<file path="src/rtl/audio_pkg.sv">
// audio_pkg: shared widths and player state type for the audio record/playback path
package audio_pkg;
    localparam int DATA_W = 16;
    localparam int ADDR_W = 20;
    localparam int SPD_W  = 3;
    typedef enum logic [2:0] {S_IDLE, S_FETCH, S_WAIT, S_SEND, S_PAUSE} play_state_t;
endpackage

</file>
<file path="src/rtl/audio_dac_serializer.sv">
// audio_dac_serializer: waits for a DAC LRCK fall, then shifts one sample out MSB first
module audio_dac_serializer
    import audio_pkg::*;
(
    input  logic              clk,
    input  logic              rst_n,
    input  logic              lrck,
    input  logic              load,
    input  logic              clear,
    input  logic [DATA_W-1:0] sample,
    output logic              dat,
    output logic              busy,
    output logic              done
);
    localparam int CW = $clog2(DATA_W) + 1;
    logic          lrck_prev;
    logic [CW-1:0] bit_cnt;
    logic [DATA_W-1:0] shreg;
    assign done = busy && bit_cnt == CW'(DATA_W);
    // frame start on LRCK fall while armed, then one bit per bit clock; idles low once the word is out
    always_ff @(negedge clk or negedge rst_n) begin
        if (!rst_n) begin
            lrck_prev <= 1'b0;
            busy      <= 1'b0;
            bit_cnt   <= '0;
            dat       <= 1'b0;
            shreg     <= '0;
        end else begin
            lrck_prev <= lrck;
            if (clear || done) begin
                busy    <= 1'b0;
                bit_cnt <= '0;
                dat     <= 1'b0;
            end else if (busy) begin
                dat     <= shreg[DATA_W-1];
                shreg   <= {shreg[DATA_W-2:0], 1'b0};
                bit_cnt <= bit_cnt + 1'b1;
            end else if (load && lrck_prev && !lrck) begin
                dat     <= sample[DATA_W-1];
                shreg   <= {sample[DATA_W-2:0], 1'b0};
                bit_cnt <= CW'(1);
                busy    <= 1'b1;
            end
        end
    end
endmodule

</file>
<file path="src/rtl/audio_player.sv">
// audio_player: plays recorded SRAM samples to the WM8731 DAC with pause/stop and 1x..8x speed
module audio_player
    import audio_pkg::*;
(
    input  logic              aud_bclk,
    input  logic              rst_n,
    input  logic              start,
    input  logic              pause,
    input  logic              stop,
    input  logic              fast,
    input  logic [SPD_W-1:0]  speed,
    input  logic [ADDR_W-1:0] last_rec,
    input  logic              aud_daclrck,
    output logic              aud_dacdat,
    output logic [ADDR_W-1:0] sram_addr,
    input  logic [DATA_W-1:0] sram_dq,
    output logic              sram_we_n,
    output logic              sram_ce_n,
    output logic              sram_oe_n,
    output logic              sram_ub_n,
    output logic              sram_lb_n,
    output logic              playing,
    output logic              done
);
    play_state_t       state;
    logic [DATA_W-1:0] sample;
    logic [SPD_W-1:0]  spd_r, rep_cnt;
    logic              fast_r, pause_pending, ser_busy, ser_done, repeat_smp;
    logic [ADDR_W:0]   step, next_addr;
    assign sram_we_n = 1'b1;
    assign {sram_ce_n, sram_oe_n, sram_ub_n, sram_lb_n} = '0;
    assign repeat_smp = !fast_r && spd_r != '0 && rep_cnt < spd_r;
    assign step = fast_r ? (ADDR_W+1)'(spd_r) + (ADDR_W+1)'(1) : (ADDR_W+1)'(1);
    assign next_addr = {1'b0, sram_addr} + step;
    audio_dac_serializer u_ser (
        .clk    (aud_bclk),
        .rst_n  (rst_n),
        .lrck   (aud_daclrck),
        .load   (state == S_WAIT),
        .clear  (stop),
        .sample (sample),
        .dat    (aud_dacdat),
        .busy   (ser_busy),
        .done   (ser_done)
    );
    // sequencer: fetch, wait for frame, decide repeat/advance/pause/end at each sample boundary
    always_ff @(negedge aud_bclk or negedge rst_n) begin
        if (!rst_n) begin
            state         <= S_IDLE;
            sram_addr     <= '0;
            playing       <= 1'b0;
            done          <= 1'b0;
            sample        <= '0;
            spd_r         <= '0;
            fast_r        <= 1'b0;
            rep_cnt       <= '0;
            pause_pending <= 1'b0;
        end else begin
            done <= 1'b0;
            if (pause && state inside {S_FETCH, S_WAIT, S_SEND})
                pause_pending <= 1'b1;
            if (stop) begin
                state         <= S_IDLE;
                sram_addr     <= '0;
                rep_cnt       <= '0;
                playing       <= 1'b0;
                pause_pending <= 1'b0;
            end else begin
                case (state)
                    S_IDLE: begin
                        pause_pending <= 1'b0;
                        rep_cnt       <= '0;
                        sram_addr     <= '0;
                        if (start && last_rec != '0) begin
                            state   <= S_FETCH;
                            playing <= 1'b1;
                        end else if (start)
                            done <= 1'b1;
                    end
                    S_FETCH: begin
                        sample <= sram_dq;
                        fast_r <= fast;
                        spd_r  <= speed;
                        state  <= S_WAIT;
                    end
                    S_WAIT: if (ser_busy) state <= S_SEND;
                    S_SEND: if (ser_done) begin
                        if (repeat_smp) begin
                            rep_cnt <= rep_cnt + 1'b1;
                            state   <= S_WAIT;
                        end else begin
                            rep_cnt <= '0;
                            if (next_addr >= {1'b0, last_rec}) begin
                                state     <= S_IDLE;
                                sram_addr <= '0;
                                done      <= 1'b1;
                                playing   <= 1'b0;
                            end else begin
                                sram_addr <= next_addr[ADDR_W-1:0];
                                if (pause_pending) begin
                                    pause_pending <= 1'b0;
                                    state         <= S_PAUSE;
                                    playing       <= 1'b0;
                                end else
                                    state <= S_FETCH;
                            end
                        end
                    end
                    S_PAUSE: if (start) begin
                        state   <= S_FETCH;
                        playing <= 1'b1;
                    end
                    default: state <= S_IDLE;
                endcase
            end
        end
    end
endmodule

</file>
<file path="config.mk">
export PLATFORM = sky130hd
export DESIGN_NAME = audio_player
export DESIGN_NICKNAME = d
export VERILOG_FILES = /design/src/rtl/audio_pkg.sv /design/src/rtl/audio_dac_serializer.sv /design/src/rtl/audio_player.sv
export SDC_FILE = /design/constraint.sdc
export NUM_CORES = 1
export LEC_CHECK = 0
export CAP_MARGIN = 10
export CORE_UTILIZATION = 53
export DETAILED_ROUTE_END_ITERATION = 12
export PLACE_DENSITY = 0.8
export SYNTH_ARGS = -nofsm -noshare
export SYNTH_HDL_FRONTEND = slang
export SYNTH_SLANG_ARGS = --single-unit
</file>
<file path="constraint.sdc">
create_clock -name aud_bclk -period 5.4 [get_ports aud_bclk]
set_input_delay 1.08 -clock aud_bclk [delete_from_list [all_inputs] [get_ports aud_bclk]]
set_output_delay 1.08 -clock aud_bclk [all_outputs]
set_load 0.005 [all_outputs]
</file>
==> results of run 1 <==
-- flip-flops by register name (all words and copies together) (netlist names), 3 cells and up --
signal         flops
sram_addr         20
rep_cnt            3
spd_r              3
u_ser.shreg       15
sample            16
u_ser.bit_cnt      5
state              3
-- logic make-up (layout without fill, tap and decap cells) --
logic type               Yosys count  after routing  share of synthesized area
buffers and inverters             55            155                    0.05772
AO/OA/AOI/OAI                     98             98                     0.1504
XOR/XNOR                          21             21                    0.04180
multiplexers                      34             34                    0.08217
flip-flops                        72             72                     0.4094
other                              2              5                   0.001707
adder cells (fa/ha/maj)           32             32                    0.09269
AND/OR/NAND/NOR                  138            138                     0.1641
-- routing by layer --
metal  vias to the layer above  global-route usage  wire, um
met3                        31             0.03821       593
met4                         0              0.1128       276
met5                         -                   0         0
li1                       1814                   -         -
met2                       163              0.4969      5817
met1                      1893              0.3277      4511
-- worst max-delay path, cell delays in order --
cell and delay (ns):
buf_8 0.08, inv_4 0.03, ha_4 0.15, or4_4 0.54, a21oi_4 0.15, o31ai_4 0.09
a2111oi_4 0.40, buf_6 0.21, buf_6 0.14, a21oi_2 0.05, a31oi_1 0.16
-- synth_stat cells, types with 12 or more instances --
library cell,number
a31oi_1,12
a21oi_1,16
inv_1,32
mux2i_1,17
xnor2_1,12
o21ai_0,32
ha_1,31
nand2_1,42
a22o_1,12
nand3_1,17
mux2_2,17
dfrtn_1,72
nor2_1,23
-- cell type report --
class                      count  area (um2)
clock buffer                  10       137.6
clock inverter                 6       91.34
fill                         525        1856
inverter                      32       132.6
multi-input combinational    328        2714
sequential                    72        1802
tap                          102       127.6
timing repair buffer         107        1027
-- path summary, 6_finish.rpt --
check | start | end | depth (start not counted)
hold reg to reg | u_ser.shreg[9] | u_ser.shreg[9] | 2
max in group asynchronous | rst_n | sram_addr[4] | 2
setup / recovery | last_rec[4] | sram_addr[7] | 11
setup reg to reg | spd_r[0] | sram_addr[7] | 18
min in group asynchronous | rst_n | sram_addr[5] | 1
hold / removal | u_ser.shreg[9] | u_ser.shreg[9] | 2
-- report_power, final --
group,leakage [nW],total [mW],switching [mW],internal [mW]
Sequential,0.932,0.806,0.104,0.702
Clock,0.117,0.492,0.217,0.275
Combinational,1.59,0.616,0.300,0.316
-- repair_timing --
item	4_1_cts	5_1_grt
pin swaps	25	8
gates resized for setup	103	21
endpoints found under the hold margin	0	0
setup buffers	2	2
gates cloned	2	0
setup endpoints to repair	25	16
-- per-stage QoR --
stage	setup WS, ns	area (um2)	instances	setup TNS (ns)	hold WS, ns
6_report	-0.03051	6032	657	-0.1238	0.4357
5_1_grt	-0.07517	6032	657	-0.5262	0.4634
4_1_cts	0.001637	5959	655	0	0.4348
3_5_place_dp	-0.9453	5498	635	-22.42	0.4343
3_3_place_gp	-0.8773	5498	635	-20.21	0.4252
2_1_floorplan	-0.1463	4537	455	-2.112	0.4101
==> metrics.md, run 1 <==
| Metric | Value |
|---|---|
| Clock Skew | 0.006892 ns |
| All-Layer GR Usage | 0.2752 |
| Mapped cell area | 4400 um2 |
| Ys async rst share | 1.000 |
| Sink Count | 72 |
| Root Driver | clkbuf_8 |
| Worst VDD drop | 0.2379 mV |
| Overflow after GRT | 0 |
| DPL Wire Length | 7566 um |
| Initial cell density of the core | 0.5579 |
| WL/cell | 17.05 um |
| Global-route wire length before repair | 18460 um |
| Total number of vias | 3901 |
| CTS clk-pin slew, worst paths | 0.05 ns |
| CTS tree | done |
| N_diodes | 0 |
| Max cap viols | 0 |
| Measured slew at the worst slew-check pin | 1.333 ns |
| Maximum fanout along the worst path | 7 |
| RSZ-0062 raised after global routing | yes |
| Max-slew violation count | 0 |
| Number of synthesized flops with an enable pin | 0 |
| Critical Path RT | 3.05 ns |
| Core Region | 7888 um2 |
| Min-delay worst type | reg -> reg |
| Most frequent cells in the layout | 72 x dfrtn_1, 46 x clkdlybuf4s50_1, 40 x nand2_1 |
| Syn Area/Cell | 9.736 um2 |
| Layout area overhead | 37.08% |
| Post-synthesis sequential area ratio | 0.4094 |
| Iteration-0 DRC Markers | 291 |
| CTS max path bufs | 2 |
| Leak | 2.640 nW |
| Failing checks | negative setup slack |
| Top-Level Pins | 74 |
| Pwr Density | 317.3 nW/um2 |
| Clock latency on the worst-skew pair | 0.34 ns |
| Top cells by area, synth | dfrtn_1 41%, ha_1 8.8%, mux2_2 4.4%, mux2i_1 3.9%, o21ai_0 3.6% |
| Post-Synthesis Cells | 452 |
| Commonest non-fill, non-tap cell in the layout | dfrtn_1 |
| Top-area cell type share of the netlist area | 0.4094 |
| I/O Buffers | 68 |
| Die H | 93.12 um |
| Vias in the first global route | 3913 |
| Initial antenna violation count | 0 |
| Max_slew headroom | 0.1043 |
| Status | finished with violations |
| Die width | 93.12 um |
| H-Tree Depth | 3 |
| Final wirelength | 11200 um |
| Post-layout util | 0.7648 |
| Synth area leader | dfrtn_1 |
| Synth Warn # | 0 |
| Largest net degree at the start of global routing | 68 |
| Total Die Area | 8671 um2 |
| TritonCTS buffer count | 9 |
| Vias per inst | 5.938 |
| Setup WS post-layout | -0.03051 ns |
| Reg2reg setup slack | 0.82 ns |
| CP arrival | 3.08 ns |
| # rows | 32 |
| Crit path launch type | primary input |
| DR pass1 iterations | 5 |
| Total power | 1.914 mW |
| Final nets | 628 |
| ANT nets after route | 0 |
| Layout cells sized above 1 | 0.2775 |
| Register bit total from synthesis | 72 |
| Critical Setup Path Class | in -> reg |
| Post-route DRC | 0 |
| CTS hold repair buffers | 0 |
| Critical path capture point type | flip-flop |
| Yosys cell types | 55 |
| Top FF cell, synth | dfrtn_1 |
| Final setup fails | 8 |
| Fin. Hold Viols | 0 |
| Global placement routability congestion | 0.8558 |
Power figures use the tool's default switching activity.
==> run 2: changes to the inputs <==
CORE_MARGIN = 3   (was unset)
PLACE_DENSITY = unset   (was 0.8)
PLACE_DENSITY_LB_ADDON = 0.25   (was unset)
clock period = 6.8 ns   (was 5.4 ns; I/O delays follow)
==> run 2 against run 1 <==
Against the previous run:
- the flow now finishes without violations
- combinational power is 27% lower
- global-route usage fell by 5.6 points
- via count down 3.8%
- wire length down 6.7%
- critical endpoint is now sram_addr[19]
- highest routed layer unchanged
==> metrics.md, run 2 (synthesis results as in run 1) <==
| Metric | Value |
|---|---|
| Status | complete, no violations (was finished with violations) |
| Top-Level Pins | 74 (unchanged) |
| Total number of vias | 3754 (was 3901) |
| Max cap viols | 0 (unchanged) |
| Biggest register | sram_addr (unchanged) |
| Post-layout util | 0.7210 (was 0.7648) |
| Critical Path RT | 3.58 ns (was 3.05 ns) |
| Non-Filler Instances | 645 (was 657) |
| Crit-path slowest cell | clkdlybuf4s50_1 (was or4_4) |
| Setup WS post-layout | 0.03839 ns (was -0.03051 ns) |
| Hold depth | 2 (unchanged) |
| Layout area overhead | 29.23% (was 37.08%) |
| Overflow after GRT | 0 (unchanged) |
| Leak | 2.571 nW (was 2.640 nW) |
| Comb power frac | 0.303 (was 0.322) |
| Final setup fails | 0 (was 8) |
| # rows | 32 (unchanged) |
| Maximum fanout along the worst path | 9 (was 7) |
| Root Driver | clkbuf_8 (unchanged) |
| Critical path capture point type | flip-flop (unchanged) |
| Crit path largest cell delay | 0.50 ns (was 0.54 ns) |
| WL/cell | 16.19 um (was 17.05 um) |
| N_diodes | 0 (unchanged) |
| H-Tree Depth | 3 (unchanged) |
| Reg2reg setup slack | 2.37 ns (was 0.82 ns) |
| CTS max path bufs | 2 (unchanged) |
| Global-route wire length before repair | 17150 um (was 18460 um) |
| Clock latency on the worst-skew pair | 0.33 ns (was 0.34 ns) |
| Global placement routability congestion | 0.8709 (was 0.8558) |
| Initial antenna violation count | 0 (unchanged) |
| I/O Buffers | 68 (unchanged) |
| Max-slew violation count | 0 (unchanged) |
| Final wirelength | 10440 um (was 11200 um) |
| Clock Skew | 0.009367 ns (was 0.006892 ns) |
| Sink Count | 72 (unchanged) |
| CTS clk-pin slew, worst paths | 0.06 ns (was 0.05 ns) |
| Critical Setup Path Class | in -> reg (unchanged) |
| R2R Path Start | spd_r[0] (unchanged) |
| Max_slew headroom | 0.1673 (was 0.1043) |
| ANT nets after route | 0 (unchanged) |
| Cell internal pwr | 0.9937 mW (was 1.292 mW) |
| Switching Share | 0.3266 (was 0.3248) |
| Post-route DRC | 0 (unchanged) |
| Place WS | -0.5285 ns (was -0.9453 ns) |
| Total Die Area | 9432 um2 (was 8671 um2) |
| All-Layer GR Usage | 0.2187 (was 0.2752) |
| Clock Power Share | 0.265 (was 0.257) |
| Iteration-0 DRC Markers | 215 (was 291) |
| Top Registers | sram_addr (20), sample (16), u_ser.shreg (15) (unchanged) |
| Hold_ws | 0.4374 ns (was 0.4357 ns) |
| Pwr Density | 259.5 nW/um2 (was 317.3 nW/um2) |
| Largest net degree at the start of global routing | 47 (was 68) |
| Reg-to-Reg End | sram_addr[14] (was sram_addr[7]) |
| RSZ-0062 raised after global routing | yes (unchanged) |
| Placed Cells | 623 (was 635) |
| Hold Crit Endpoint | u_ser.shreg[2] (was u_ser.shreg[9]) |
| Worst VDD drop | 0.2110 mV (was 0.2379 mV) |
| DR pass1 iterations | 4 (was 5) |
| Fin. Hold Viols | 0 (unchanged) |
| HP Start | u_ser.shreg[2] (was u_ser.shreg[9]) |
| Vias in the first global route | 3653 (was 3913) |
| Register-to-Register Path Depth | 18 (unchanged) |
| Initial cell density of the core | 0.5579 (unchanged) |
| Max reg flops | 20 (unchanged) |
| Core Region | 7888 um2 (unchanged) |
| Crit path launch type | primary input (unchanged) |
| CTS tree | done (unchanged) |
| Commonest non-fill, non-tap cell in the layout | dfrtn_1 (unchanged) |
| TritonCTS buffer count | 9 (unchanged) |
| Vias per inst | 5.820 (was 5.938) |
| Sequential share of power | 0.432 (was 0.421) |
| Measured slew at the worst slew-check pin | 1.240 ns (was 1.333 ns) |
| Die H | 97.12 um (was 93.12 um) |
| Min-delay worst type | reg -> reg (unchanged) |
| Die width | 97.12 um (was 93.12 um) |
| CP arrival | 3.54 ns (was 3.08 ns) |
| Layout cells sized above 1 | 0.1621 (was 0.2775) |
| Most frequent cells in the layout | 72 x dfrtn_1, 59 x clkdlybuf4s50_1, 42 x nand2_1 (was 72 x dfrtn_1, 46 x clkdlybuf4s50_1, 40 x nand2_1) |
| Worst path cell trace | clkdlybuf4s50_1 > inv_1 > ha_1 > nand3_1 > a2111oi_4 > buf_4 > a2111oi_4 > buf_12 > buf_4 > a41oi_2 > nor2_1 (was buf_8 > inv_4 > ha_4 > or4_4 > a21oi_4 > o31ai_4 > a2111oi_4 > buf_6 > buf_6 > a21oi_2 > a31oi_1) |
| DPL Wire Length | 7519 um (was 7566 um) |
| Final nets | 616 (was 628) |
| Net Switching | 0.4819 mW (was 0.6216 mW) |
-- run 2: cell count changes in the layout (fill, tap and decap cells not counted), moves of 3 or more --
cell	delta
clkdlybuf4s50_1	+13
a21oi_1	+4
inv_2	-12
a21oi_2	-4
inv_1	+15
ha_4	-12
buf_4	-8
clkdlybuf4s15_2	-4
buf_6	-8
buf_2	-3
ha_1	+14
-- run 2: worst max-delay path: cells and delay by family --
kind            cells  cell delay, ns
simple gates        2            0.22
fa+ha+maj           1            0.33
compound gates      3            0.60
buf+inv             5            1.03
-- run 2: worst max-delay path by stage --
stage / start / to / cells past startpoint
finish: last_rec[12] / sram_addr[19] / 11
global route: last_rec[9] / sram_addr[7] / 12
CTS: last_rec[10] / sram_addr[19] / 12
detailed placement: last_rec[2] / sram_addr[12] / 10
global placement: last_rec[8] / sram_addr[18] / 10
floorplan: last_rec[10] / state[2] / 9
-- run 2: final cells by class --
class | count | area [um2]
tap | 102 | 127.6
multi-input combinational | 328 | 2501
clock inverter | 7 | 102.6
clock buffer | 9 | 123.9
inverter | 32 | 120.1
fill | 568 | 2201
sequential | 72 | 1802
timing repair buffer | 95 | 909.6
-- run 2: what timing repair did --
item,CTS,global route
endpoints found under the setup margin,4,10
buffers inserted,5,1
pin swaps,6,4
hold buffers,0,0
gates resized for setup,19,12
-- run 2: power groups by stage --
stage	registers (mW)	logic, mW	clock network, mW
2_1_floorplan	0.619	0.299	0
3_3_place_gp	0.639	0.407	0
3_5_place_dp	0.646	0.426	0
4_1_cts	0.638	0.448	0.397
5_1_grt	0.654	0.504	0.417
6_report	0.638	0.447	0.391
-- run 2: through the flow --
| step | area [um2] | total power, mW | TNS (ns) |
|---|---|---|---|
| after floorplan | 4412 | 0.9176 | 0 |
| after global placement | 5283 | 1.047 | -6.393 |
| after detailed placement | 5283 | 1.072 | -7.831 |
| after CTS | 5605 | 1.484 | 0 |
| after global routing | 5687 | 1.575 | -0.2593 |
| final | 5687 | 1.476 | 0 |
-- run 2: per-layer routing --
layer | global-route usage | share of wire | vias to the layer above
met5 | 0 | 0 | -
met4 | 0.07883 | 0.027 | 0
met3 | 0.03302 | 0.049 | 25
met2 | 0.3684 | 0.51 | 121
met1 | 0.2866 | 0.42 | 1819
li1 | - | - | 1789
==> run 3: changes to the inputs <==
CTS_CLUSTER_SIZE = 25   (was unset)
==> results of run 3 <==
Final layout, timing and power as in run 2 (identical DEF).
